File: config.mk
export PLATFORM = sky130hd
export DESIGN_NAME = fetch_sequencer
export DESIGN_NICKNAME = d
export VERILOG_FILES = /design/src/rtl/cpu_pkg.sv /design/src/rtl/edge_detect.sv /design/src/rtl/fetch_sequencer.sv
export SDC_FILE = /design/constraint.sdc
export NUM_CORES = 1
export LEC_CHECK = 0
export ABC_AREA = 1
export ABC_CLOCK_PERIOD_IN_PS = 3000
export CORE_UTILIZATION = 48
export DETAILED_ROUTE_END_ITERATION = 10
export PLACE_DENSITY = 0.85
export SYNTH_ARGS = -nofsm -noshare
export SYNTH_HDL_FRONTEND = slang
export SYNTH_SLANG_ARGS = --single-unit
File: constraint.sdc
create_clock -name clock -period 3 [get_ports clock]
set_input_delay 0.45 -clock clock [delete_from_list [all_inputs] [get_ports clock]]
set_output_delay 0.45 -clock clock [all_outputs]
set_load 0.005 [all_outputs]
File: src/rtl/cpu_pkg.sv
// Shared definitions for the 16-bit multi-cycle core: datapath width and the
// one-hot phase encoding that every stage decodes.
package cpu_pkg;

  localparam int unsigned WIDTH = 16;

  localparam logic [4:0] PH_HALT = 5'b00000;
  localparam logic [4:0] PH_IF   = 5'b00001;
  localparam logic [4:0] PH_ID   = 5'b00010;
  localparam logic [4:0] PH_EX   = 5'b00100;
  localparam logic [4:0] PH_MEM  = 5'b01000;
  localparam logic [4:0] PH_WB   = 5'b10000;

  typedef enum logic [2:0] {
    StHalt,
    StP1,
    StP2,
    StP3,
    StP4,
    StP5
  } phase_e;

  function automatic logic [4:0] phase_onehot(input phase_e st);
    logic [4:0] ph;
    ph = PH_HALT;
    unique case (st)
      StP1:    ph = PH_IF;
      StP2:    ph = PH_ID;
      StP3:    ph = PH_EX;
      StP4:    ph = PH_MEM;
      StP5:    ph = PH_WB;
      default: ph = PH_HALT;
    endcase
    return ph;
  endfunction

endpackage

File: src/rtl/edge_detect.sv
// One-bit rising-edge detector with synchronous reset; the input is registered
// every cycle so a held level produces a single pulse.
module edge_detect (
  input  logic clk_i,
  input  logic rst_i,
  input  logic d_i,
  output logic rise_o
);

  logic d_q;

  always_ff @(posedge clk_i) begin
    if (rst_i) begin
      d_q <= 1'b0;
    end else begin
      d_q <= d_i;
    end
  end

  assign rise_o = d_i & ~d_q;

endmodule

File: src/rtl/fetch_sequencer.sv
// PC, instruction register and five-phase sequencer of the multi-cycle core,
// with run/halt/single-step control.
module fetch_sequencer #(
  parameter int unsigned           WIDTH    = cpu_pkg::WIDTH,
  parameter logic [WIDTH-1:0]      RESET_PC = '0
) (
  input  logic             clock,
  input  logic             reset,
  input  logic             exec,
  input  logic             step,
  input  logic             halt_req,
  input  logic [WIDTH-1:0] imem_data,
  input  logic             PCSrc,
  input  logic [WIDTH-1:0] jump,
  output logic [4:0]       phasecounter,
  output logic [WIDTH-1:0] pc,
  output logic [WIDTH-1:0] pc_plus_1,
  output logic [WIDTH-1:0] command,
  output logic             halted
);

  import cpu_pkg::*;

  phase_e           state_q, state_d;
  logic [WIDTH-1:0] pc_q, pc_d;
  logic [WIDTH-1:0] pc_plus_1_q, pc_plus_1_d;
  logic [WIDTH-1:0] command_q, command_d;
  logic             exec_rise;

  edge_detect u_exec_edge (
    .clk_i  (clock),
    .rst_i  (reset),
    .d_i    (exec),
    .rise_o (exec_rise)
  );

  always_comb begin
    state_d     = state_q;
    pc_d        = pc_q;
    pc_plus_1_d = pc_plus_1_q;
    command_d   = command_q;
    unique case (state_q)
      StHalt: begin
        if (exec_rise) begin
          state_d = StP1;
        end
      end
      StP1: begin
        command_d   = imem_data;
        pc_plus_1_d = pc_q + WIDTH'(1);
        state_d     = StP2;
      end
      StP2: state_d = StP3;
      StP3: state_d = StP4;
      StP4: state_d = StP5;
      StP5: begin
        // Branch inputs are only trusted here; the PC update happens even when halting.
        pc_d    = PCSrc ? jump : pc_plus_1_q;
        state_d = (halt_req || step) ? StHalt : StP1;
      end
      default: state_d = StHalt;
    endcase
  end

  always_ff @(posedge clock) begin
    if (reset) begin
      state_q     <= StHalt;
      pc_q        <= RESET_PC;
      pc_plus_1_q <= '0;
      command_q   <= '0;
    end else begin
      state_q     <= state_d;
      pc_q        <= pc_d;
      pc_plus_1_q <= pc_plus_1_d;
      command_q   <= command_d;
    end
  end

  assign phasecounter = phase_onehot(state_q);
  assign halted       = (state_q == StHalt);
  assign pc           = pc_q;
  assign pc_plus_1    = pc_plus_1_q;
  assign command      = command_q;

endmodule

==> qor.csv, run 1 <==
metric,value,unit
port bufs,91,
clk buf depth,2,
CP Data Arrival Time,1.82,ns
max-slew violation count,0,
slowest cell on the critical path,clkdlybuf4s50_1,
Final ANT Viol Nets,0,
Total Power,1.67,mW
ANT cells,0,
FILL cells,410,
post-DR vias/cell,5.07,
DRT iter0 DRCs,158,
DRT Pass-1 Iters,4,
Tcrit/Tclk final,75.6,%
"Clk pin slew, worst setup/hold paths",0.09,ns
row count,26,
top-area cell type share of the netlist area,41.1,%
net count after synthesis,375,
TritonCTS clock tree,yes,
share of layout cells above drive strength 1,12.1,%
Synth top cells by count,"71 x nand2_1, 52 x dfxtp_1, 37 x inv_1",
Vias,2492,
Area Growth Syn to Fin,39.8,%
Max VDD drop,0.000300,V
Die Width,74.6,um
TritonCTS Sinks,52,
slew margin rel.,59.8,%
Total Neg Setup Slack,0,ns
PD cells,471,nW/um^2
wire per inst,12.9,um
"area leader, netlist",dfxtp_1,
TritonCTS Buffers,5,
Max Cap Violations,0,
height of the die,74.6,um
prevailing post-synth register cell,dfxtp_1,
routability cong.,0.836,
P_leak,1.32,nW
layout net count,460,
Post-synth EDFFs,0,
achievable clock frequency,441,MHz
#FFs+latches synth,52,
CP Launch Type,flip-flop,
vias in the first global route,2324,
starting density of the core,49.6,%
post_cts resized,0,
Worst Setup End Kind,output pin,
first-pass GRT wire length,10000,um
type of the worst setup path,reg2out,
clk_lat worst skew,0.31,ns
sequential share of the synthesized area,41.1,%
"slowest stage delay, CP",0.50,ns
DRC viols,0,
# Post-CTS Setup Buffers,0,
CTS root buffer,clkbuf_8,
min Tclk post-route,2.27,ns
Buf/Inv on CP,3,
die area,5570,um^2
status,"complete, no violations",
Synth cell types,33,
GRT Util Overall,23.7,%
Async SR Flop Fraction,0,%
skew final,0.00452,ns
Mapped Area,2530,um^2
Final Hold Viols,0,
RSZ-0062 raised after global routing,false,
Post-Route WL,6330,um
slew of the pin with the lowest slew margin,0.601,ns
GRT overflow,0,
DPL Wire Length,4490,um
Syn. warnings,0,
final setup violating endpoints,0,
Synth area leaders,"dfxtp_1 41%, nand2_1 11%, a21oi_1 6.3%",
# hold bufs at CTS,0,
Core ar.,5110,um^2
Syn Inst Count,336,
Clock H-tree levels,2,
initial antenna violation count,0,
IO Count,92,
CP cell instances,inv_1 > nand3_4 > inv_6 > clkdlybuf4s50_1,
Max Fanout on Critical Path,32,
largest net degree at the start of global routing,35,
Worst EP required,2.55,ns
Syn Area/Cell,7.54,um^2
"delay-heaviest family, CP",buffers and inverters,
HP Class,reg2reg,
top-count cell post-synth,nand2_1,
==> area by class of cell <==
type | count | area (um^2) | share of cell area (%)
clock inverters | 3 | 42.5 | 1.20
well taps | 70 | 87.6 | 2.47
inverters | 40 | 156 | 4.42
clock buffers | 5 | 68.8 | 1.94
multi-input cells | 228 | 1210 | 34.2
repair buffers | 94 | 933 | 26.4
flip-flops and latches | 52 | 1040 | 29.4
==> cells in the final DEF, fill, tap and decap left out, types with 2 or more instances in the layout <==
cell / instances
nand2_2: 14
inv_1: 37
clkbuf_8: 5
nand3_2: 2
o21ai_0: 31
o21ai_1: 3
xor2_1: 4
nand4_1: 3
a21oi_2: 16
nand3_4: 2
mux2i_1: 5
clkdlybuf4s50_1: 91
clkinv_2: 2
a21oi_1: 32
nand2_1: 71
dfxtp_1: 52
nor2_1: 22
buf_4: 3
nand3_1: 13
==> worst paths after layout <==
path | start | cells past startpoint | to | slack, ns
worst max-delay path | state_q[1]$_SDFFE_PP0P_ | 4 | phasecounter[0] | 0.73
worst min-delay path | pc_plus_1[1]$_SDFFE_PP0P_ | 2 | pc_plus_1[1]$_SDFFE_PP0P_ | 0.47
worst min register to register | pc_plus_1[1]$_SDFFE_PP0P_ | 2 | pc_plus_1[1]$_SDFFE_PP0P_ | 0.47
worst max register to register | state_q[1]$_SDFFE_PP0P_ | 7 | pc_plus_1[7]$_SDFFE_PP0P_ | 1.22
==> state kept, by name, indices dropped and copies added (netlist names) <==
register	cells
command	16
u_exec_edge.d_q	1
state_q	3
pc	16
pc_plus_1	16
==> power breakdown <==
part | internal (mW) | leakage (nW) | switching [mW]
clock | 0.247 | 0.0541 | 0.234
combinational | 0.213 | 0.838 | 0.187
sequential | 0.748 | 0.424 | 0.0386
total | 1.21 | 1.32 | 0.459
==> per-stage QoR <==
stage / hold WS, ns / setup slack [ns] / cells / utilization [%] / area [um^2]
final: 0.470 / 0.732 / 492 / 69.3 / 3540
after global routing: 0.502 / 0.615 / 492 / 69.3 / 3540
after CTS: 0.478 / 0.714 / 492 / 69.3 / 3540
after detailed placement: 0.466 / 0.804 / 484 / 67.1 / 3430
after global placement: 0.450 / 0.888 / 484 / 67.1 / 3430
after floorplan: 0.455 / 1.73 / 336 / - / 2530
==> worst reg2reg max path: cells and delay by family (launching register included) <==
family	cells	cell delay (ns)
buffers and inverters	4	0.73
DFF	1	0.33
and+or+nand+nor	3	0.63
==> logic make-up after synthesis <==
group	count (synthesis)	share of synthesized area, %
AOI/OAI and AO/OA	86	19.9
xor gates and xnor gates	5	1.73
adders and majority gates	1	0.494
buffers and inverters	56	11.1
DFF	52	41.1
muxes	5	1.98
and+or+nand+nor	131	23.7
==> metal layers <==
layer	wire, um	GRT usage (%)	vias to the layer above
met5	0	0	-
met4	65	8.60	0
met3	554	8.30	6
met2	3110	40.3	93
met1	2600	27.7	1142
li1	-	-	1251
(Power assumes the default switching activity.)
==> run 2, diff against run 1 <==
--- a/config.mk
+++ b/config.mk
@@ -6,10 +6,10 @@
 export NUM_CORES = 1
 export LEC_CHECK = 0
 export ABC_AREA = 1
-export ABC_CLOCK_PERIOD_IN_PS = 3000
-export CORE_UTILIZATION = 48
+export ABC_CLOCK_PERIOD_IN_PS = 2300
+export CORE_UTILIZATION = 45
 export DETAILED_ROUTE_END_ITERATION = 10
-export PLACE_DENSITY = 0.85
+export PLACE_DENSITY = 0.81
 export SYNTH_ARGS = -nofsm -noshare
 export SYNTH_HDL_FRONTEND = slang
 export SYNTH_SLANG_ARGS = --single-unit
==> constraint.sdc (replaced) <==
create_clock -name clock -period 2.3 [get_ports clock]
set_input_delay 0.345 -clock clock [delete_from_list [all_inputs] [get_ports clock]]
set_output_delay 0.345 -clock clock [all_outputs]
set_load 0.005 [all_outputs]
==> run 2 against run 1 <==
Combinational power is 29% higher; largest power group unchanged; via count shrank 1.9%; highest routed layer unchanged; design area down 0.21%; critical path type unchanged.
==> qor.csv, run 2 (synthesized netlist as in run 1, its figures left out) <==
metric,value,unit,change
Clk pwr share,26.8,%,-2.0 points
Vias,2444,,-1.9%
IO Count,92,,unchanged
DPL Wire Length,4260,um,-5.2%
WHS,0.481,ns,+0.0108 ns
die area,5930,um^2,+6.5%
port bufs,91,,unchanged
TritonCTS Buffers,5,,unchanged
clk buf depth,2,,unchanged
achievable clock frequency,481,MHz,
TritonCTS Sinks,52,,unchanged
ANT cells,0,,unchanged
Buf/Inv on CP,2,,-1
CP Data Arrival Time,1.73,ns,-0.09 ns
Post-Route WL,6250,um,-1.3%
PD cells,596,nW/um^2,+26%
Total Neg Setup Slack,0,ns,unchanged
GRT Util Overall,21.3,%,-2.4 points
cell count along the critical path,3,,-1
Worst Setup End Kind,output pin,,
CP cell instances,nand3_4 > inv_6 > clkdlybuf4s50_1,,
# Post-CTS Setup Buffers,0,,unchanged
P_int,1.52,mW,+26%
Reg-to-Reg End,pc_plus_1[14]$_SDFFE_PP0P_,,
P_sw,582,uW,+27%
worst flop-to-flop path startpoint,pc[1]$_SDFFE_PP0N_,,
"Clk pin slew, worst setup/hold paths",0.09,ns,about the same
DRT Pass-1 Iters,5,,+1
post-DR vias/cell,4.97,,-1.9%
DRT iter0 DRCs,112,,-29%
Final ANT Viol Nets,0,,unchanged
share of layout cells above drive strength 1,12.1,%,unchanged
wire per inst,12.7,um,-1.3%
HP Class,reg2reg,,
P_leak,1.32,nW,about the same
slew of the pin with the lowest slew margin,0.621,ns,+0.0194 ns
Clock H-tree levels,2,,unchanged
Worst EP required,1.96,ns,-0.59 ns
# hold bufs at CTS,0,,unchanged
Area Growth Syn to Fin,39.5,%,
row count,26,,unchanged
Die Width,77.0,um,+3.2%
Final Hold Viols,0,,unchanged
vias in the first global route,2333,,+0.39%
type of the worst setup path,reg2out,,
Tcrit/Tclk final,90.4,%,
worst hold stages,2,,unchanged
sw frac,27.7,%,+0.13 points
Core ar.,5270,um^2,+3.2%
"delay-heaviest family, CP",buffers and inverters,,
TritonCTS clock tree,yes,,
slowest cell on the critical path,clkdlybuf4s50_1,,
initial antenna violation count,0,,unchanged
min Tclk post-route,2.08,ns,
first-pass GRT wire length,10200,um,+2.1%
hold endpoint,pc_plus_1[0]$_SDFFE_PP0P_,,
"commonest non-fill, non-tap cells in the layout","91 x clkdlybuf4s50_1, 71 x nand2_1, 52 x dfxtp_1",,
Max Cap Violations,0,,unchanged
hold_sp,pc_plus_1[0]$_SDFFE_PP0P_,,
DRC viols,0,,unchanged
RSZ-0062 raised after global routing,false,,
Max Fanout on Critical Path,35,,+9.4%
CP Launch Type,flip-flop,,
post_cts resized,0,,unchanged
share of power burned in registers,48.7,%,+1.5 points
routability cong.,0.783,,-6.3%
"most common cell after layout, fill and taps aside",clkdlybuf4s50_1,,
height of the die,77.0,um,+3.2%
layout net count,461,,+0.22%
FILL cells,473,,+15%
skew final,0.00711,ns,+0.00259 ns
"slowest stage delay, CP",0.56,ns,+0.06 ns
R2R Setup Slk,0.86,ns,-0.36 ns
starting density of the core,48.1,%,-1.5 points
largest net degree at the start of global routing,36,,+2.9%
max-slew violation count,0,,unchanged
final setup violating endpoints,0,,unchanged
GRT overflow,0,,unchanged
clk_lat worst skew,0.30,ns,about the same
Max VDD drop,0.000278,V,-7.3%
slew margin rel.,58.6,%,-1.2 points
combinational power share,24.5,%,+0.5 points
CTS root buffer,clkbuf_8,,
R2R cell count,8,,+1
status,"complete, no violations",,
run 2: cell count changes in the layout (fill, tap and decap cells not counted):
| cell | delta |
|---|---|
| buf_4 | +1 |
| bufinv_16 | -1 |
| clkbuf_8 | +2 |
| clkinv_2 | -1 |
| clkinvlp_4 | -1 |
run 2: worst reg2reg max path: stages (launching register included):
cell	delay [ns]
dfxtp_1	0.43
ha_1	0.25
nand3_2	0.12
nor2_1	0.22
nand3_1	0.10
nand2_1	0.07
nand3_1	0.06
nand2_1	0.07
inv_1	0.03
run 2: how the worst max path moves through the flow:
stage	from	endpoint	slack, ns
floorplan	pc[1]$_SDFFE_PP0N_	pc_plus_1[14]$_SDFFE_PP0P_	1.03
global placement	state_q[0]$_SDFFE_PP0P_	phasecounter[0]	0.56
detailed placement	state_q[1]$_SDFFE_PP0P_	phasecounter[0]	0.54
CTS	state_q[1]$_SDFFE_PP0P_	phasecounter[0]	0.20
global route	state_q[1]$_SDFFE_PP0P_	phasecounter[0]	0.13
finish	state_q[0]$_SDFFE_PP0P_	phasecounter[0]	0.22
run 2: power by group through the flow:
stage | combinational, mW | clock (mW) | sequential (mW)
detailed placement | 0.520 | 0 | 1.04
global route | 0.569 | 0.610 | 1.03
global placement | 0.511 | 0 | 1.04
floorplan | 0.280 | 0 | 1.05
CTS | 0.523 | 0.577 | 1.02
finish | 0.516 | 0.563 | 1.02
run 2: stage by stage:
| stage | setup slack [ns] | total power, mW | cell area (um^2) | instances | utilization, % |
|---|---|---|---|---|---|
| after detailed placement | 0.536 | 1.56 | 3440 | 485 | 65.2 |
| after CTS | 0.198 | 2.12 | 3530 | 492 | 67.0 |
| after global placement | 0.561 | 1.55 | 3440 | 485 | 65.2 |
| after global routing | 0.133 | 2.21 | 3530 | 492 | 67.0 |
| after floorplan | 1.03 | 1.33 | 2530 | 336 | - |
| final | 0.221 | 2.10 | 3530 | 492 | 67.0 |
run 2: final cells by class:
type                    count  area [um^2]  area share [%]
clock buffers               7         96.3            2.73
inverters                  40          156            4.43
multi-input cells         228         1210            34.3
flip-flops and latches     52         1040            29.5
well taps                  70         87.6            2.48
repair buffers             95          941            26.6
run 2: per-layer routing:
layer	vias up	routed length [um]	track usage, %
li1	1247	-	-
met1	1104	2630	23.6
met2	87	3070	39.1
met3	6	486	6.43
met4	0	57	5.85
met5	-	0	0
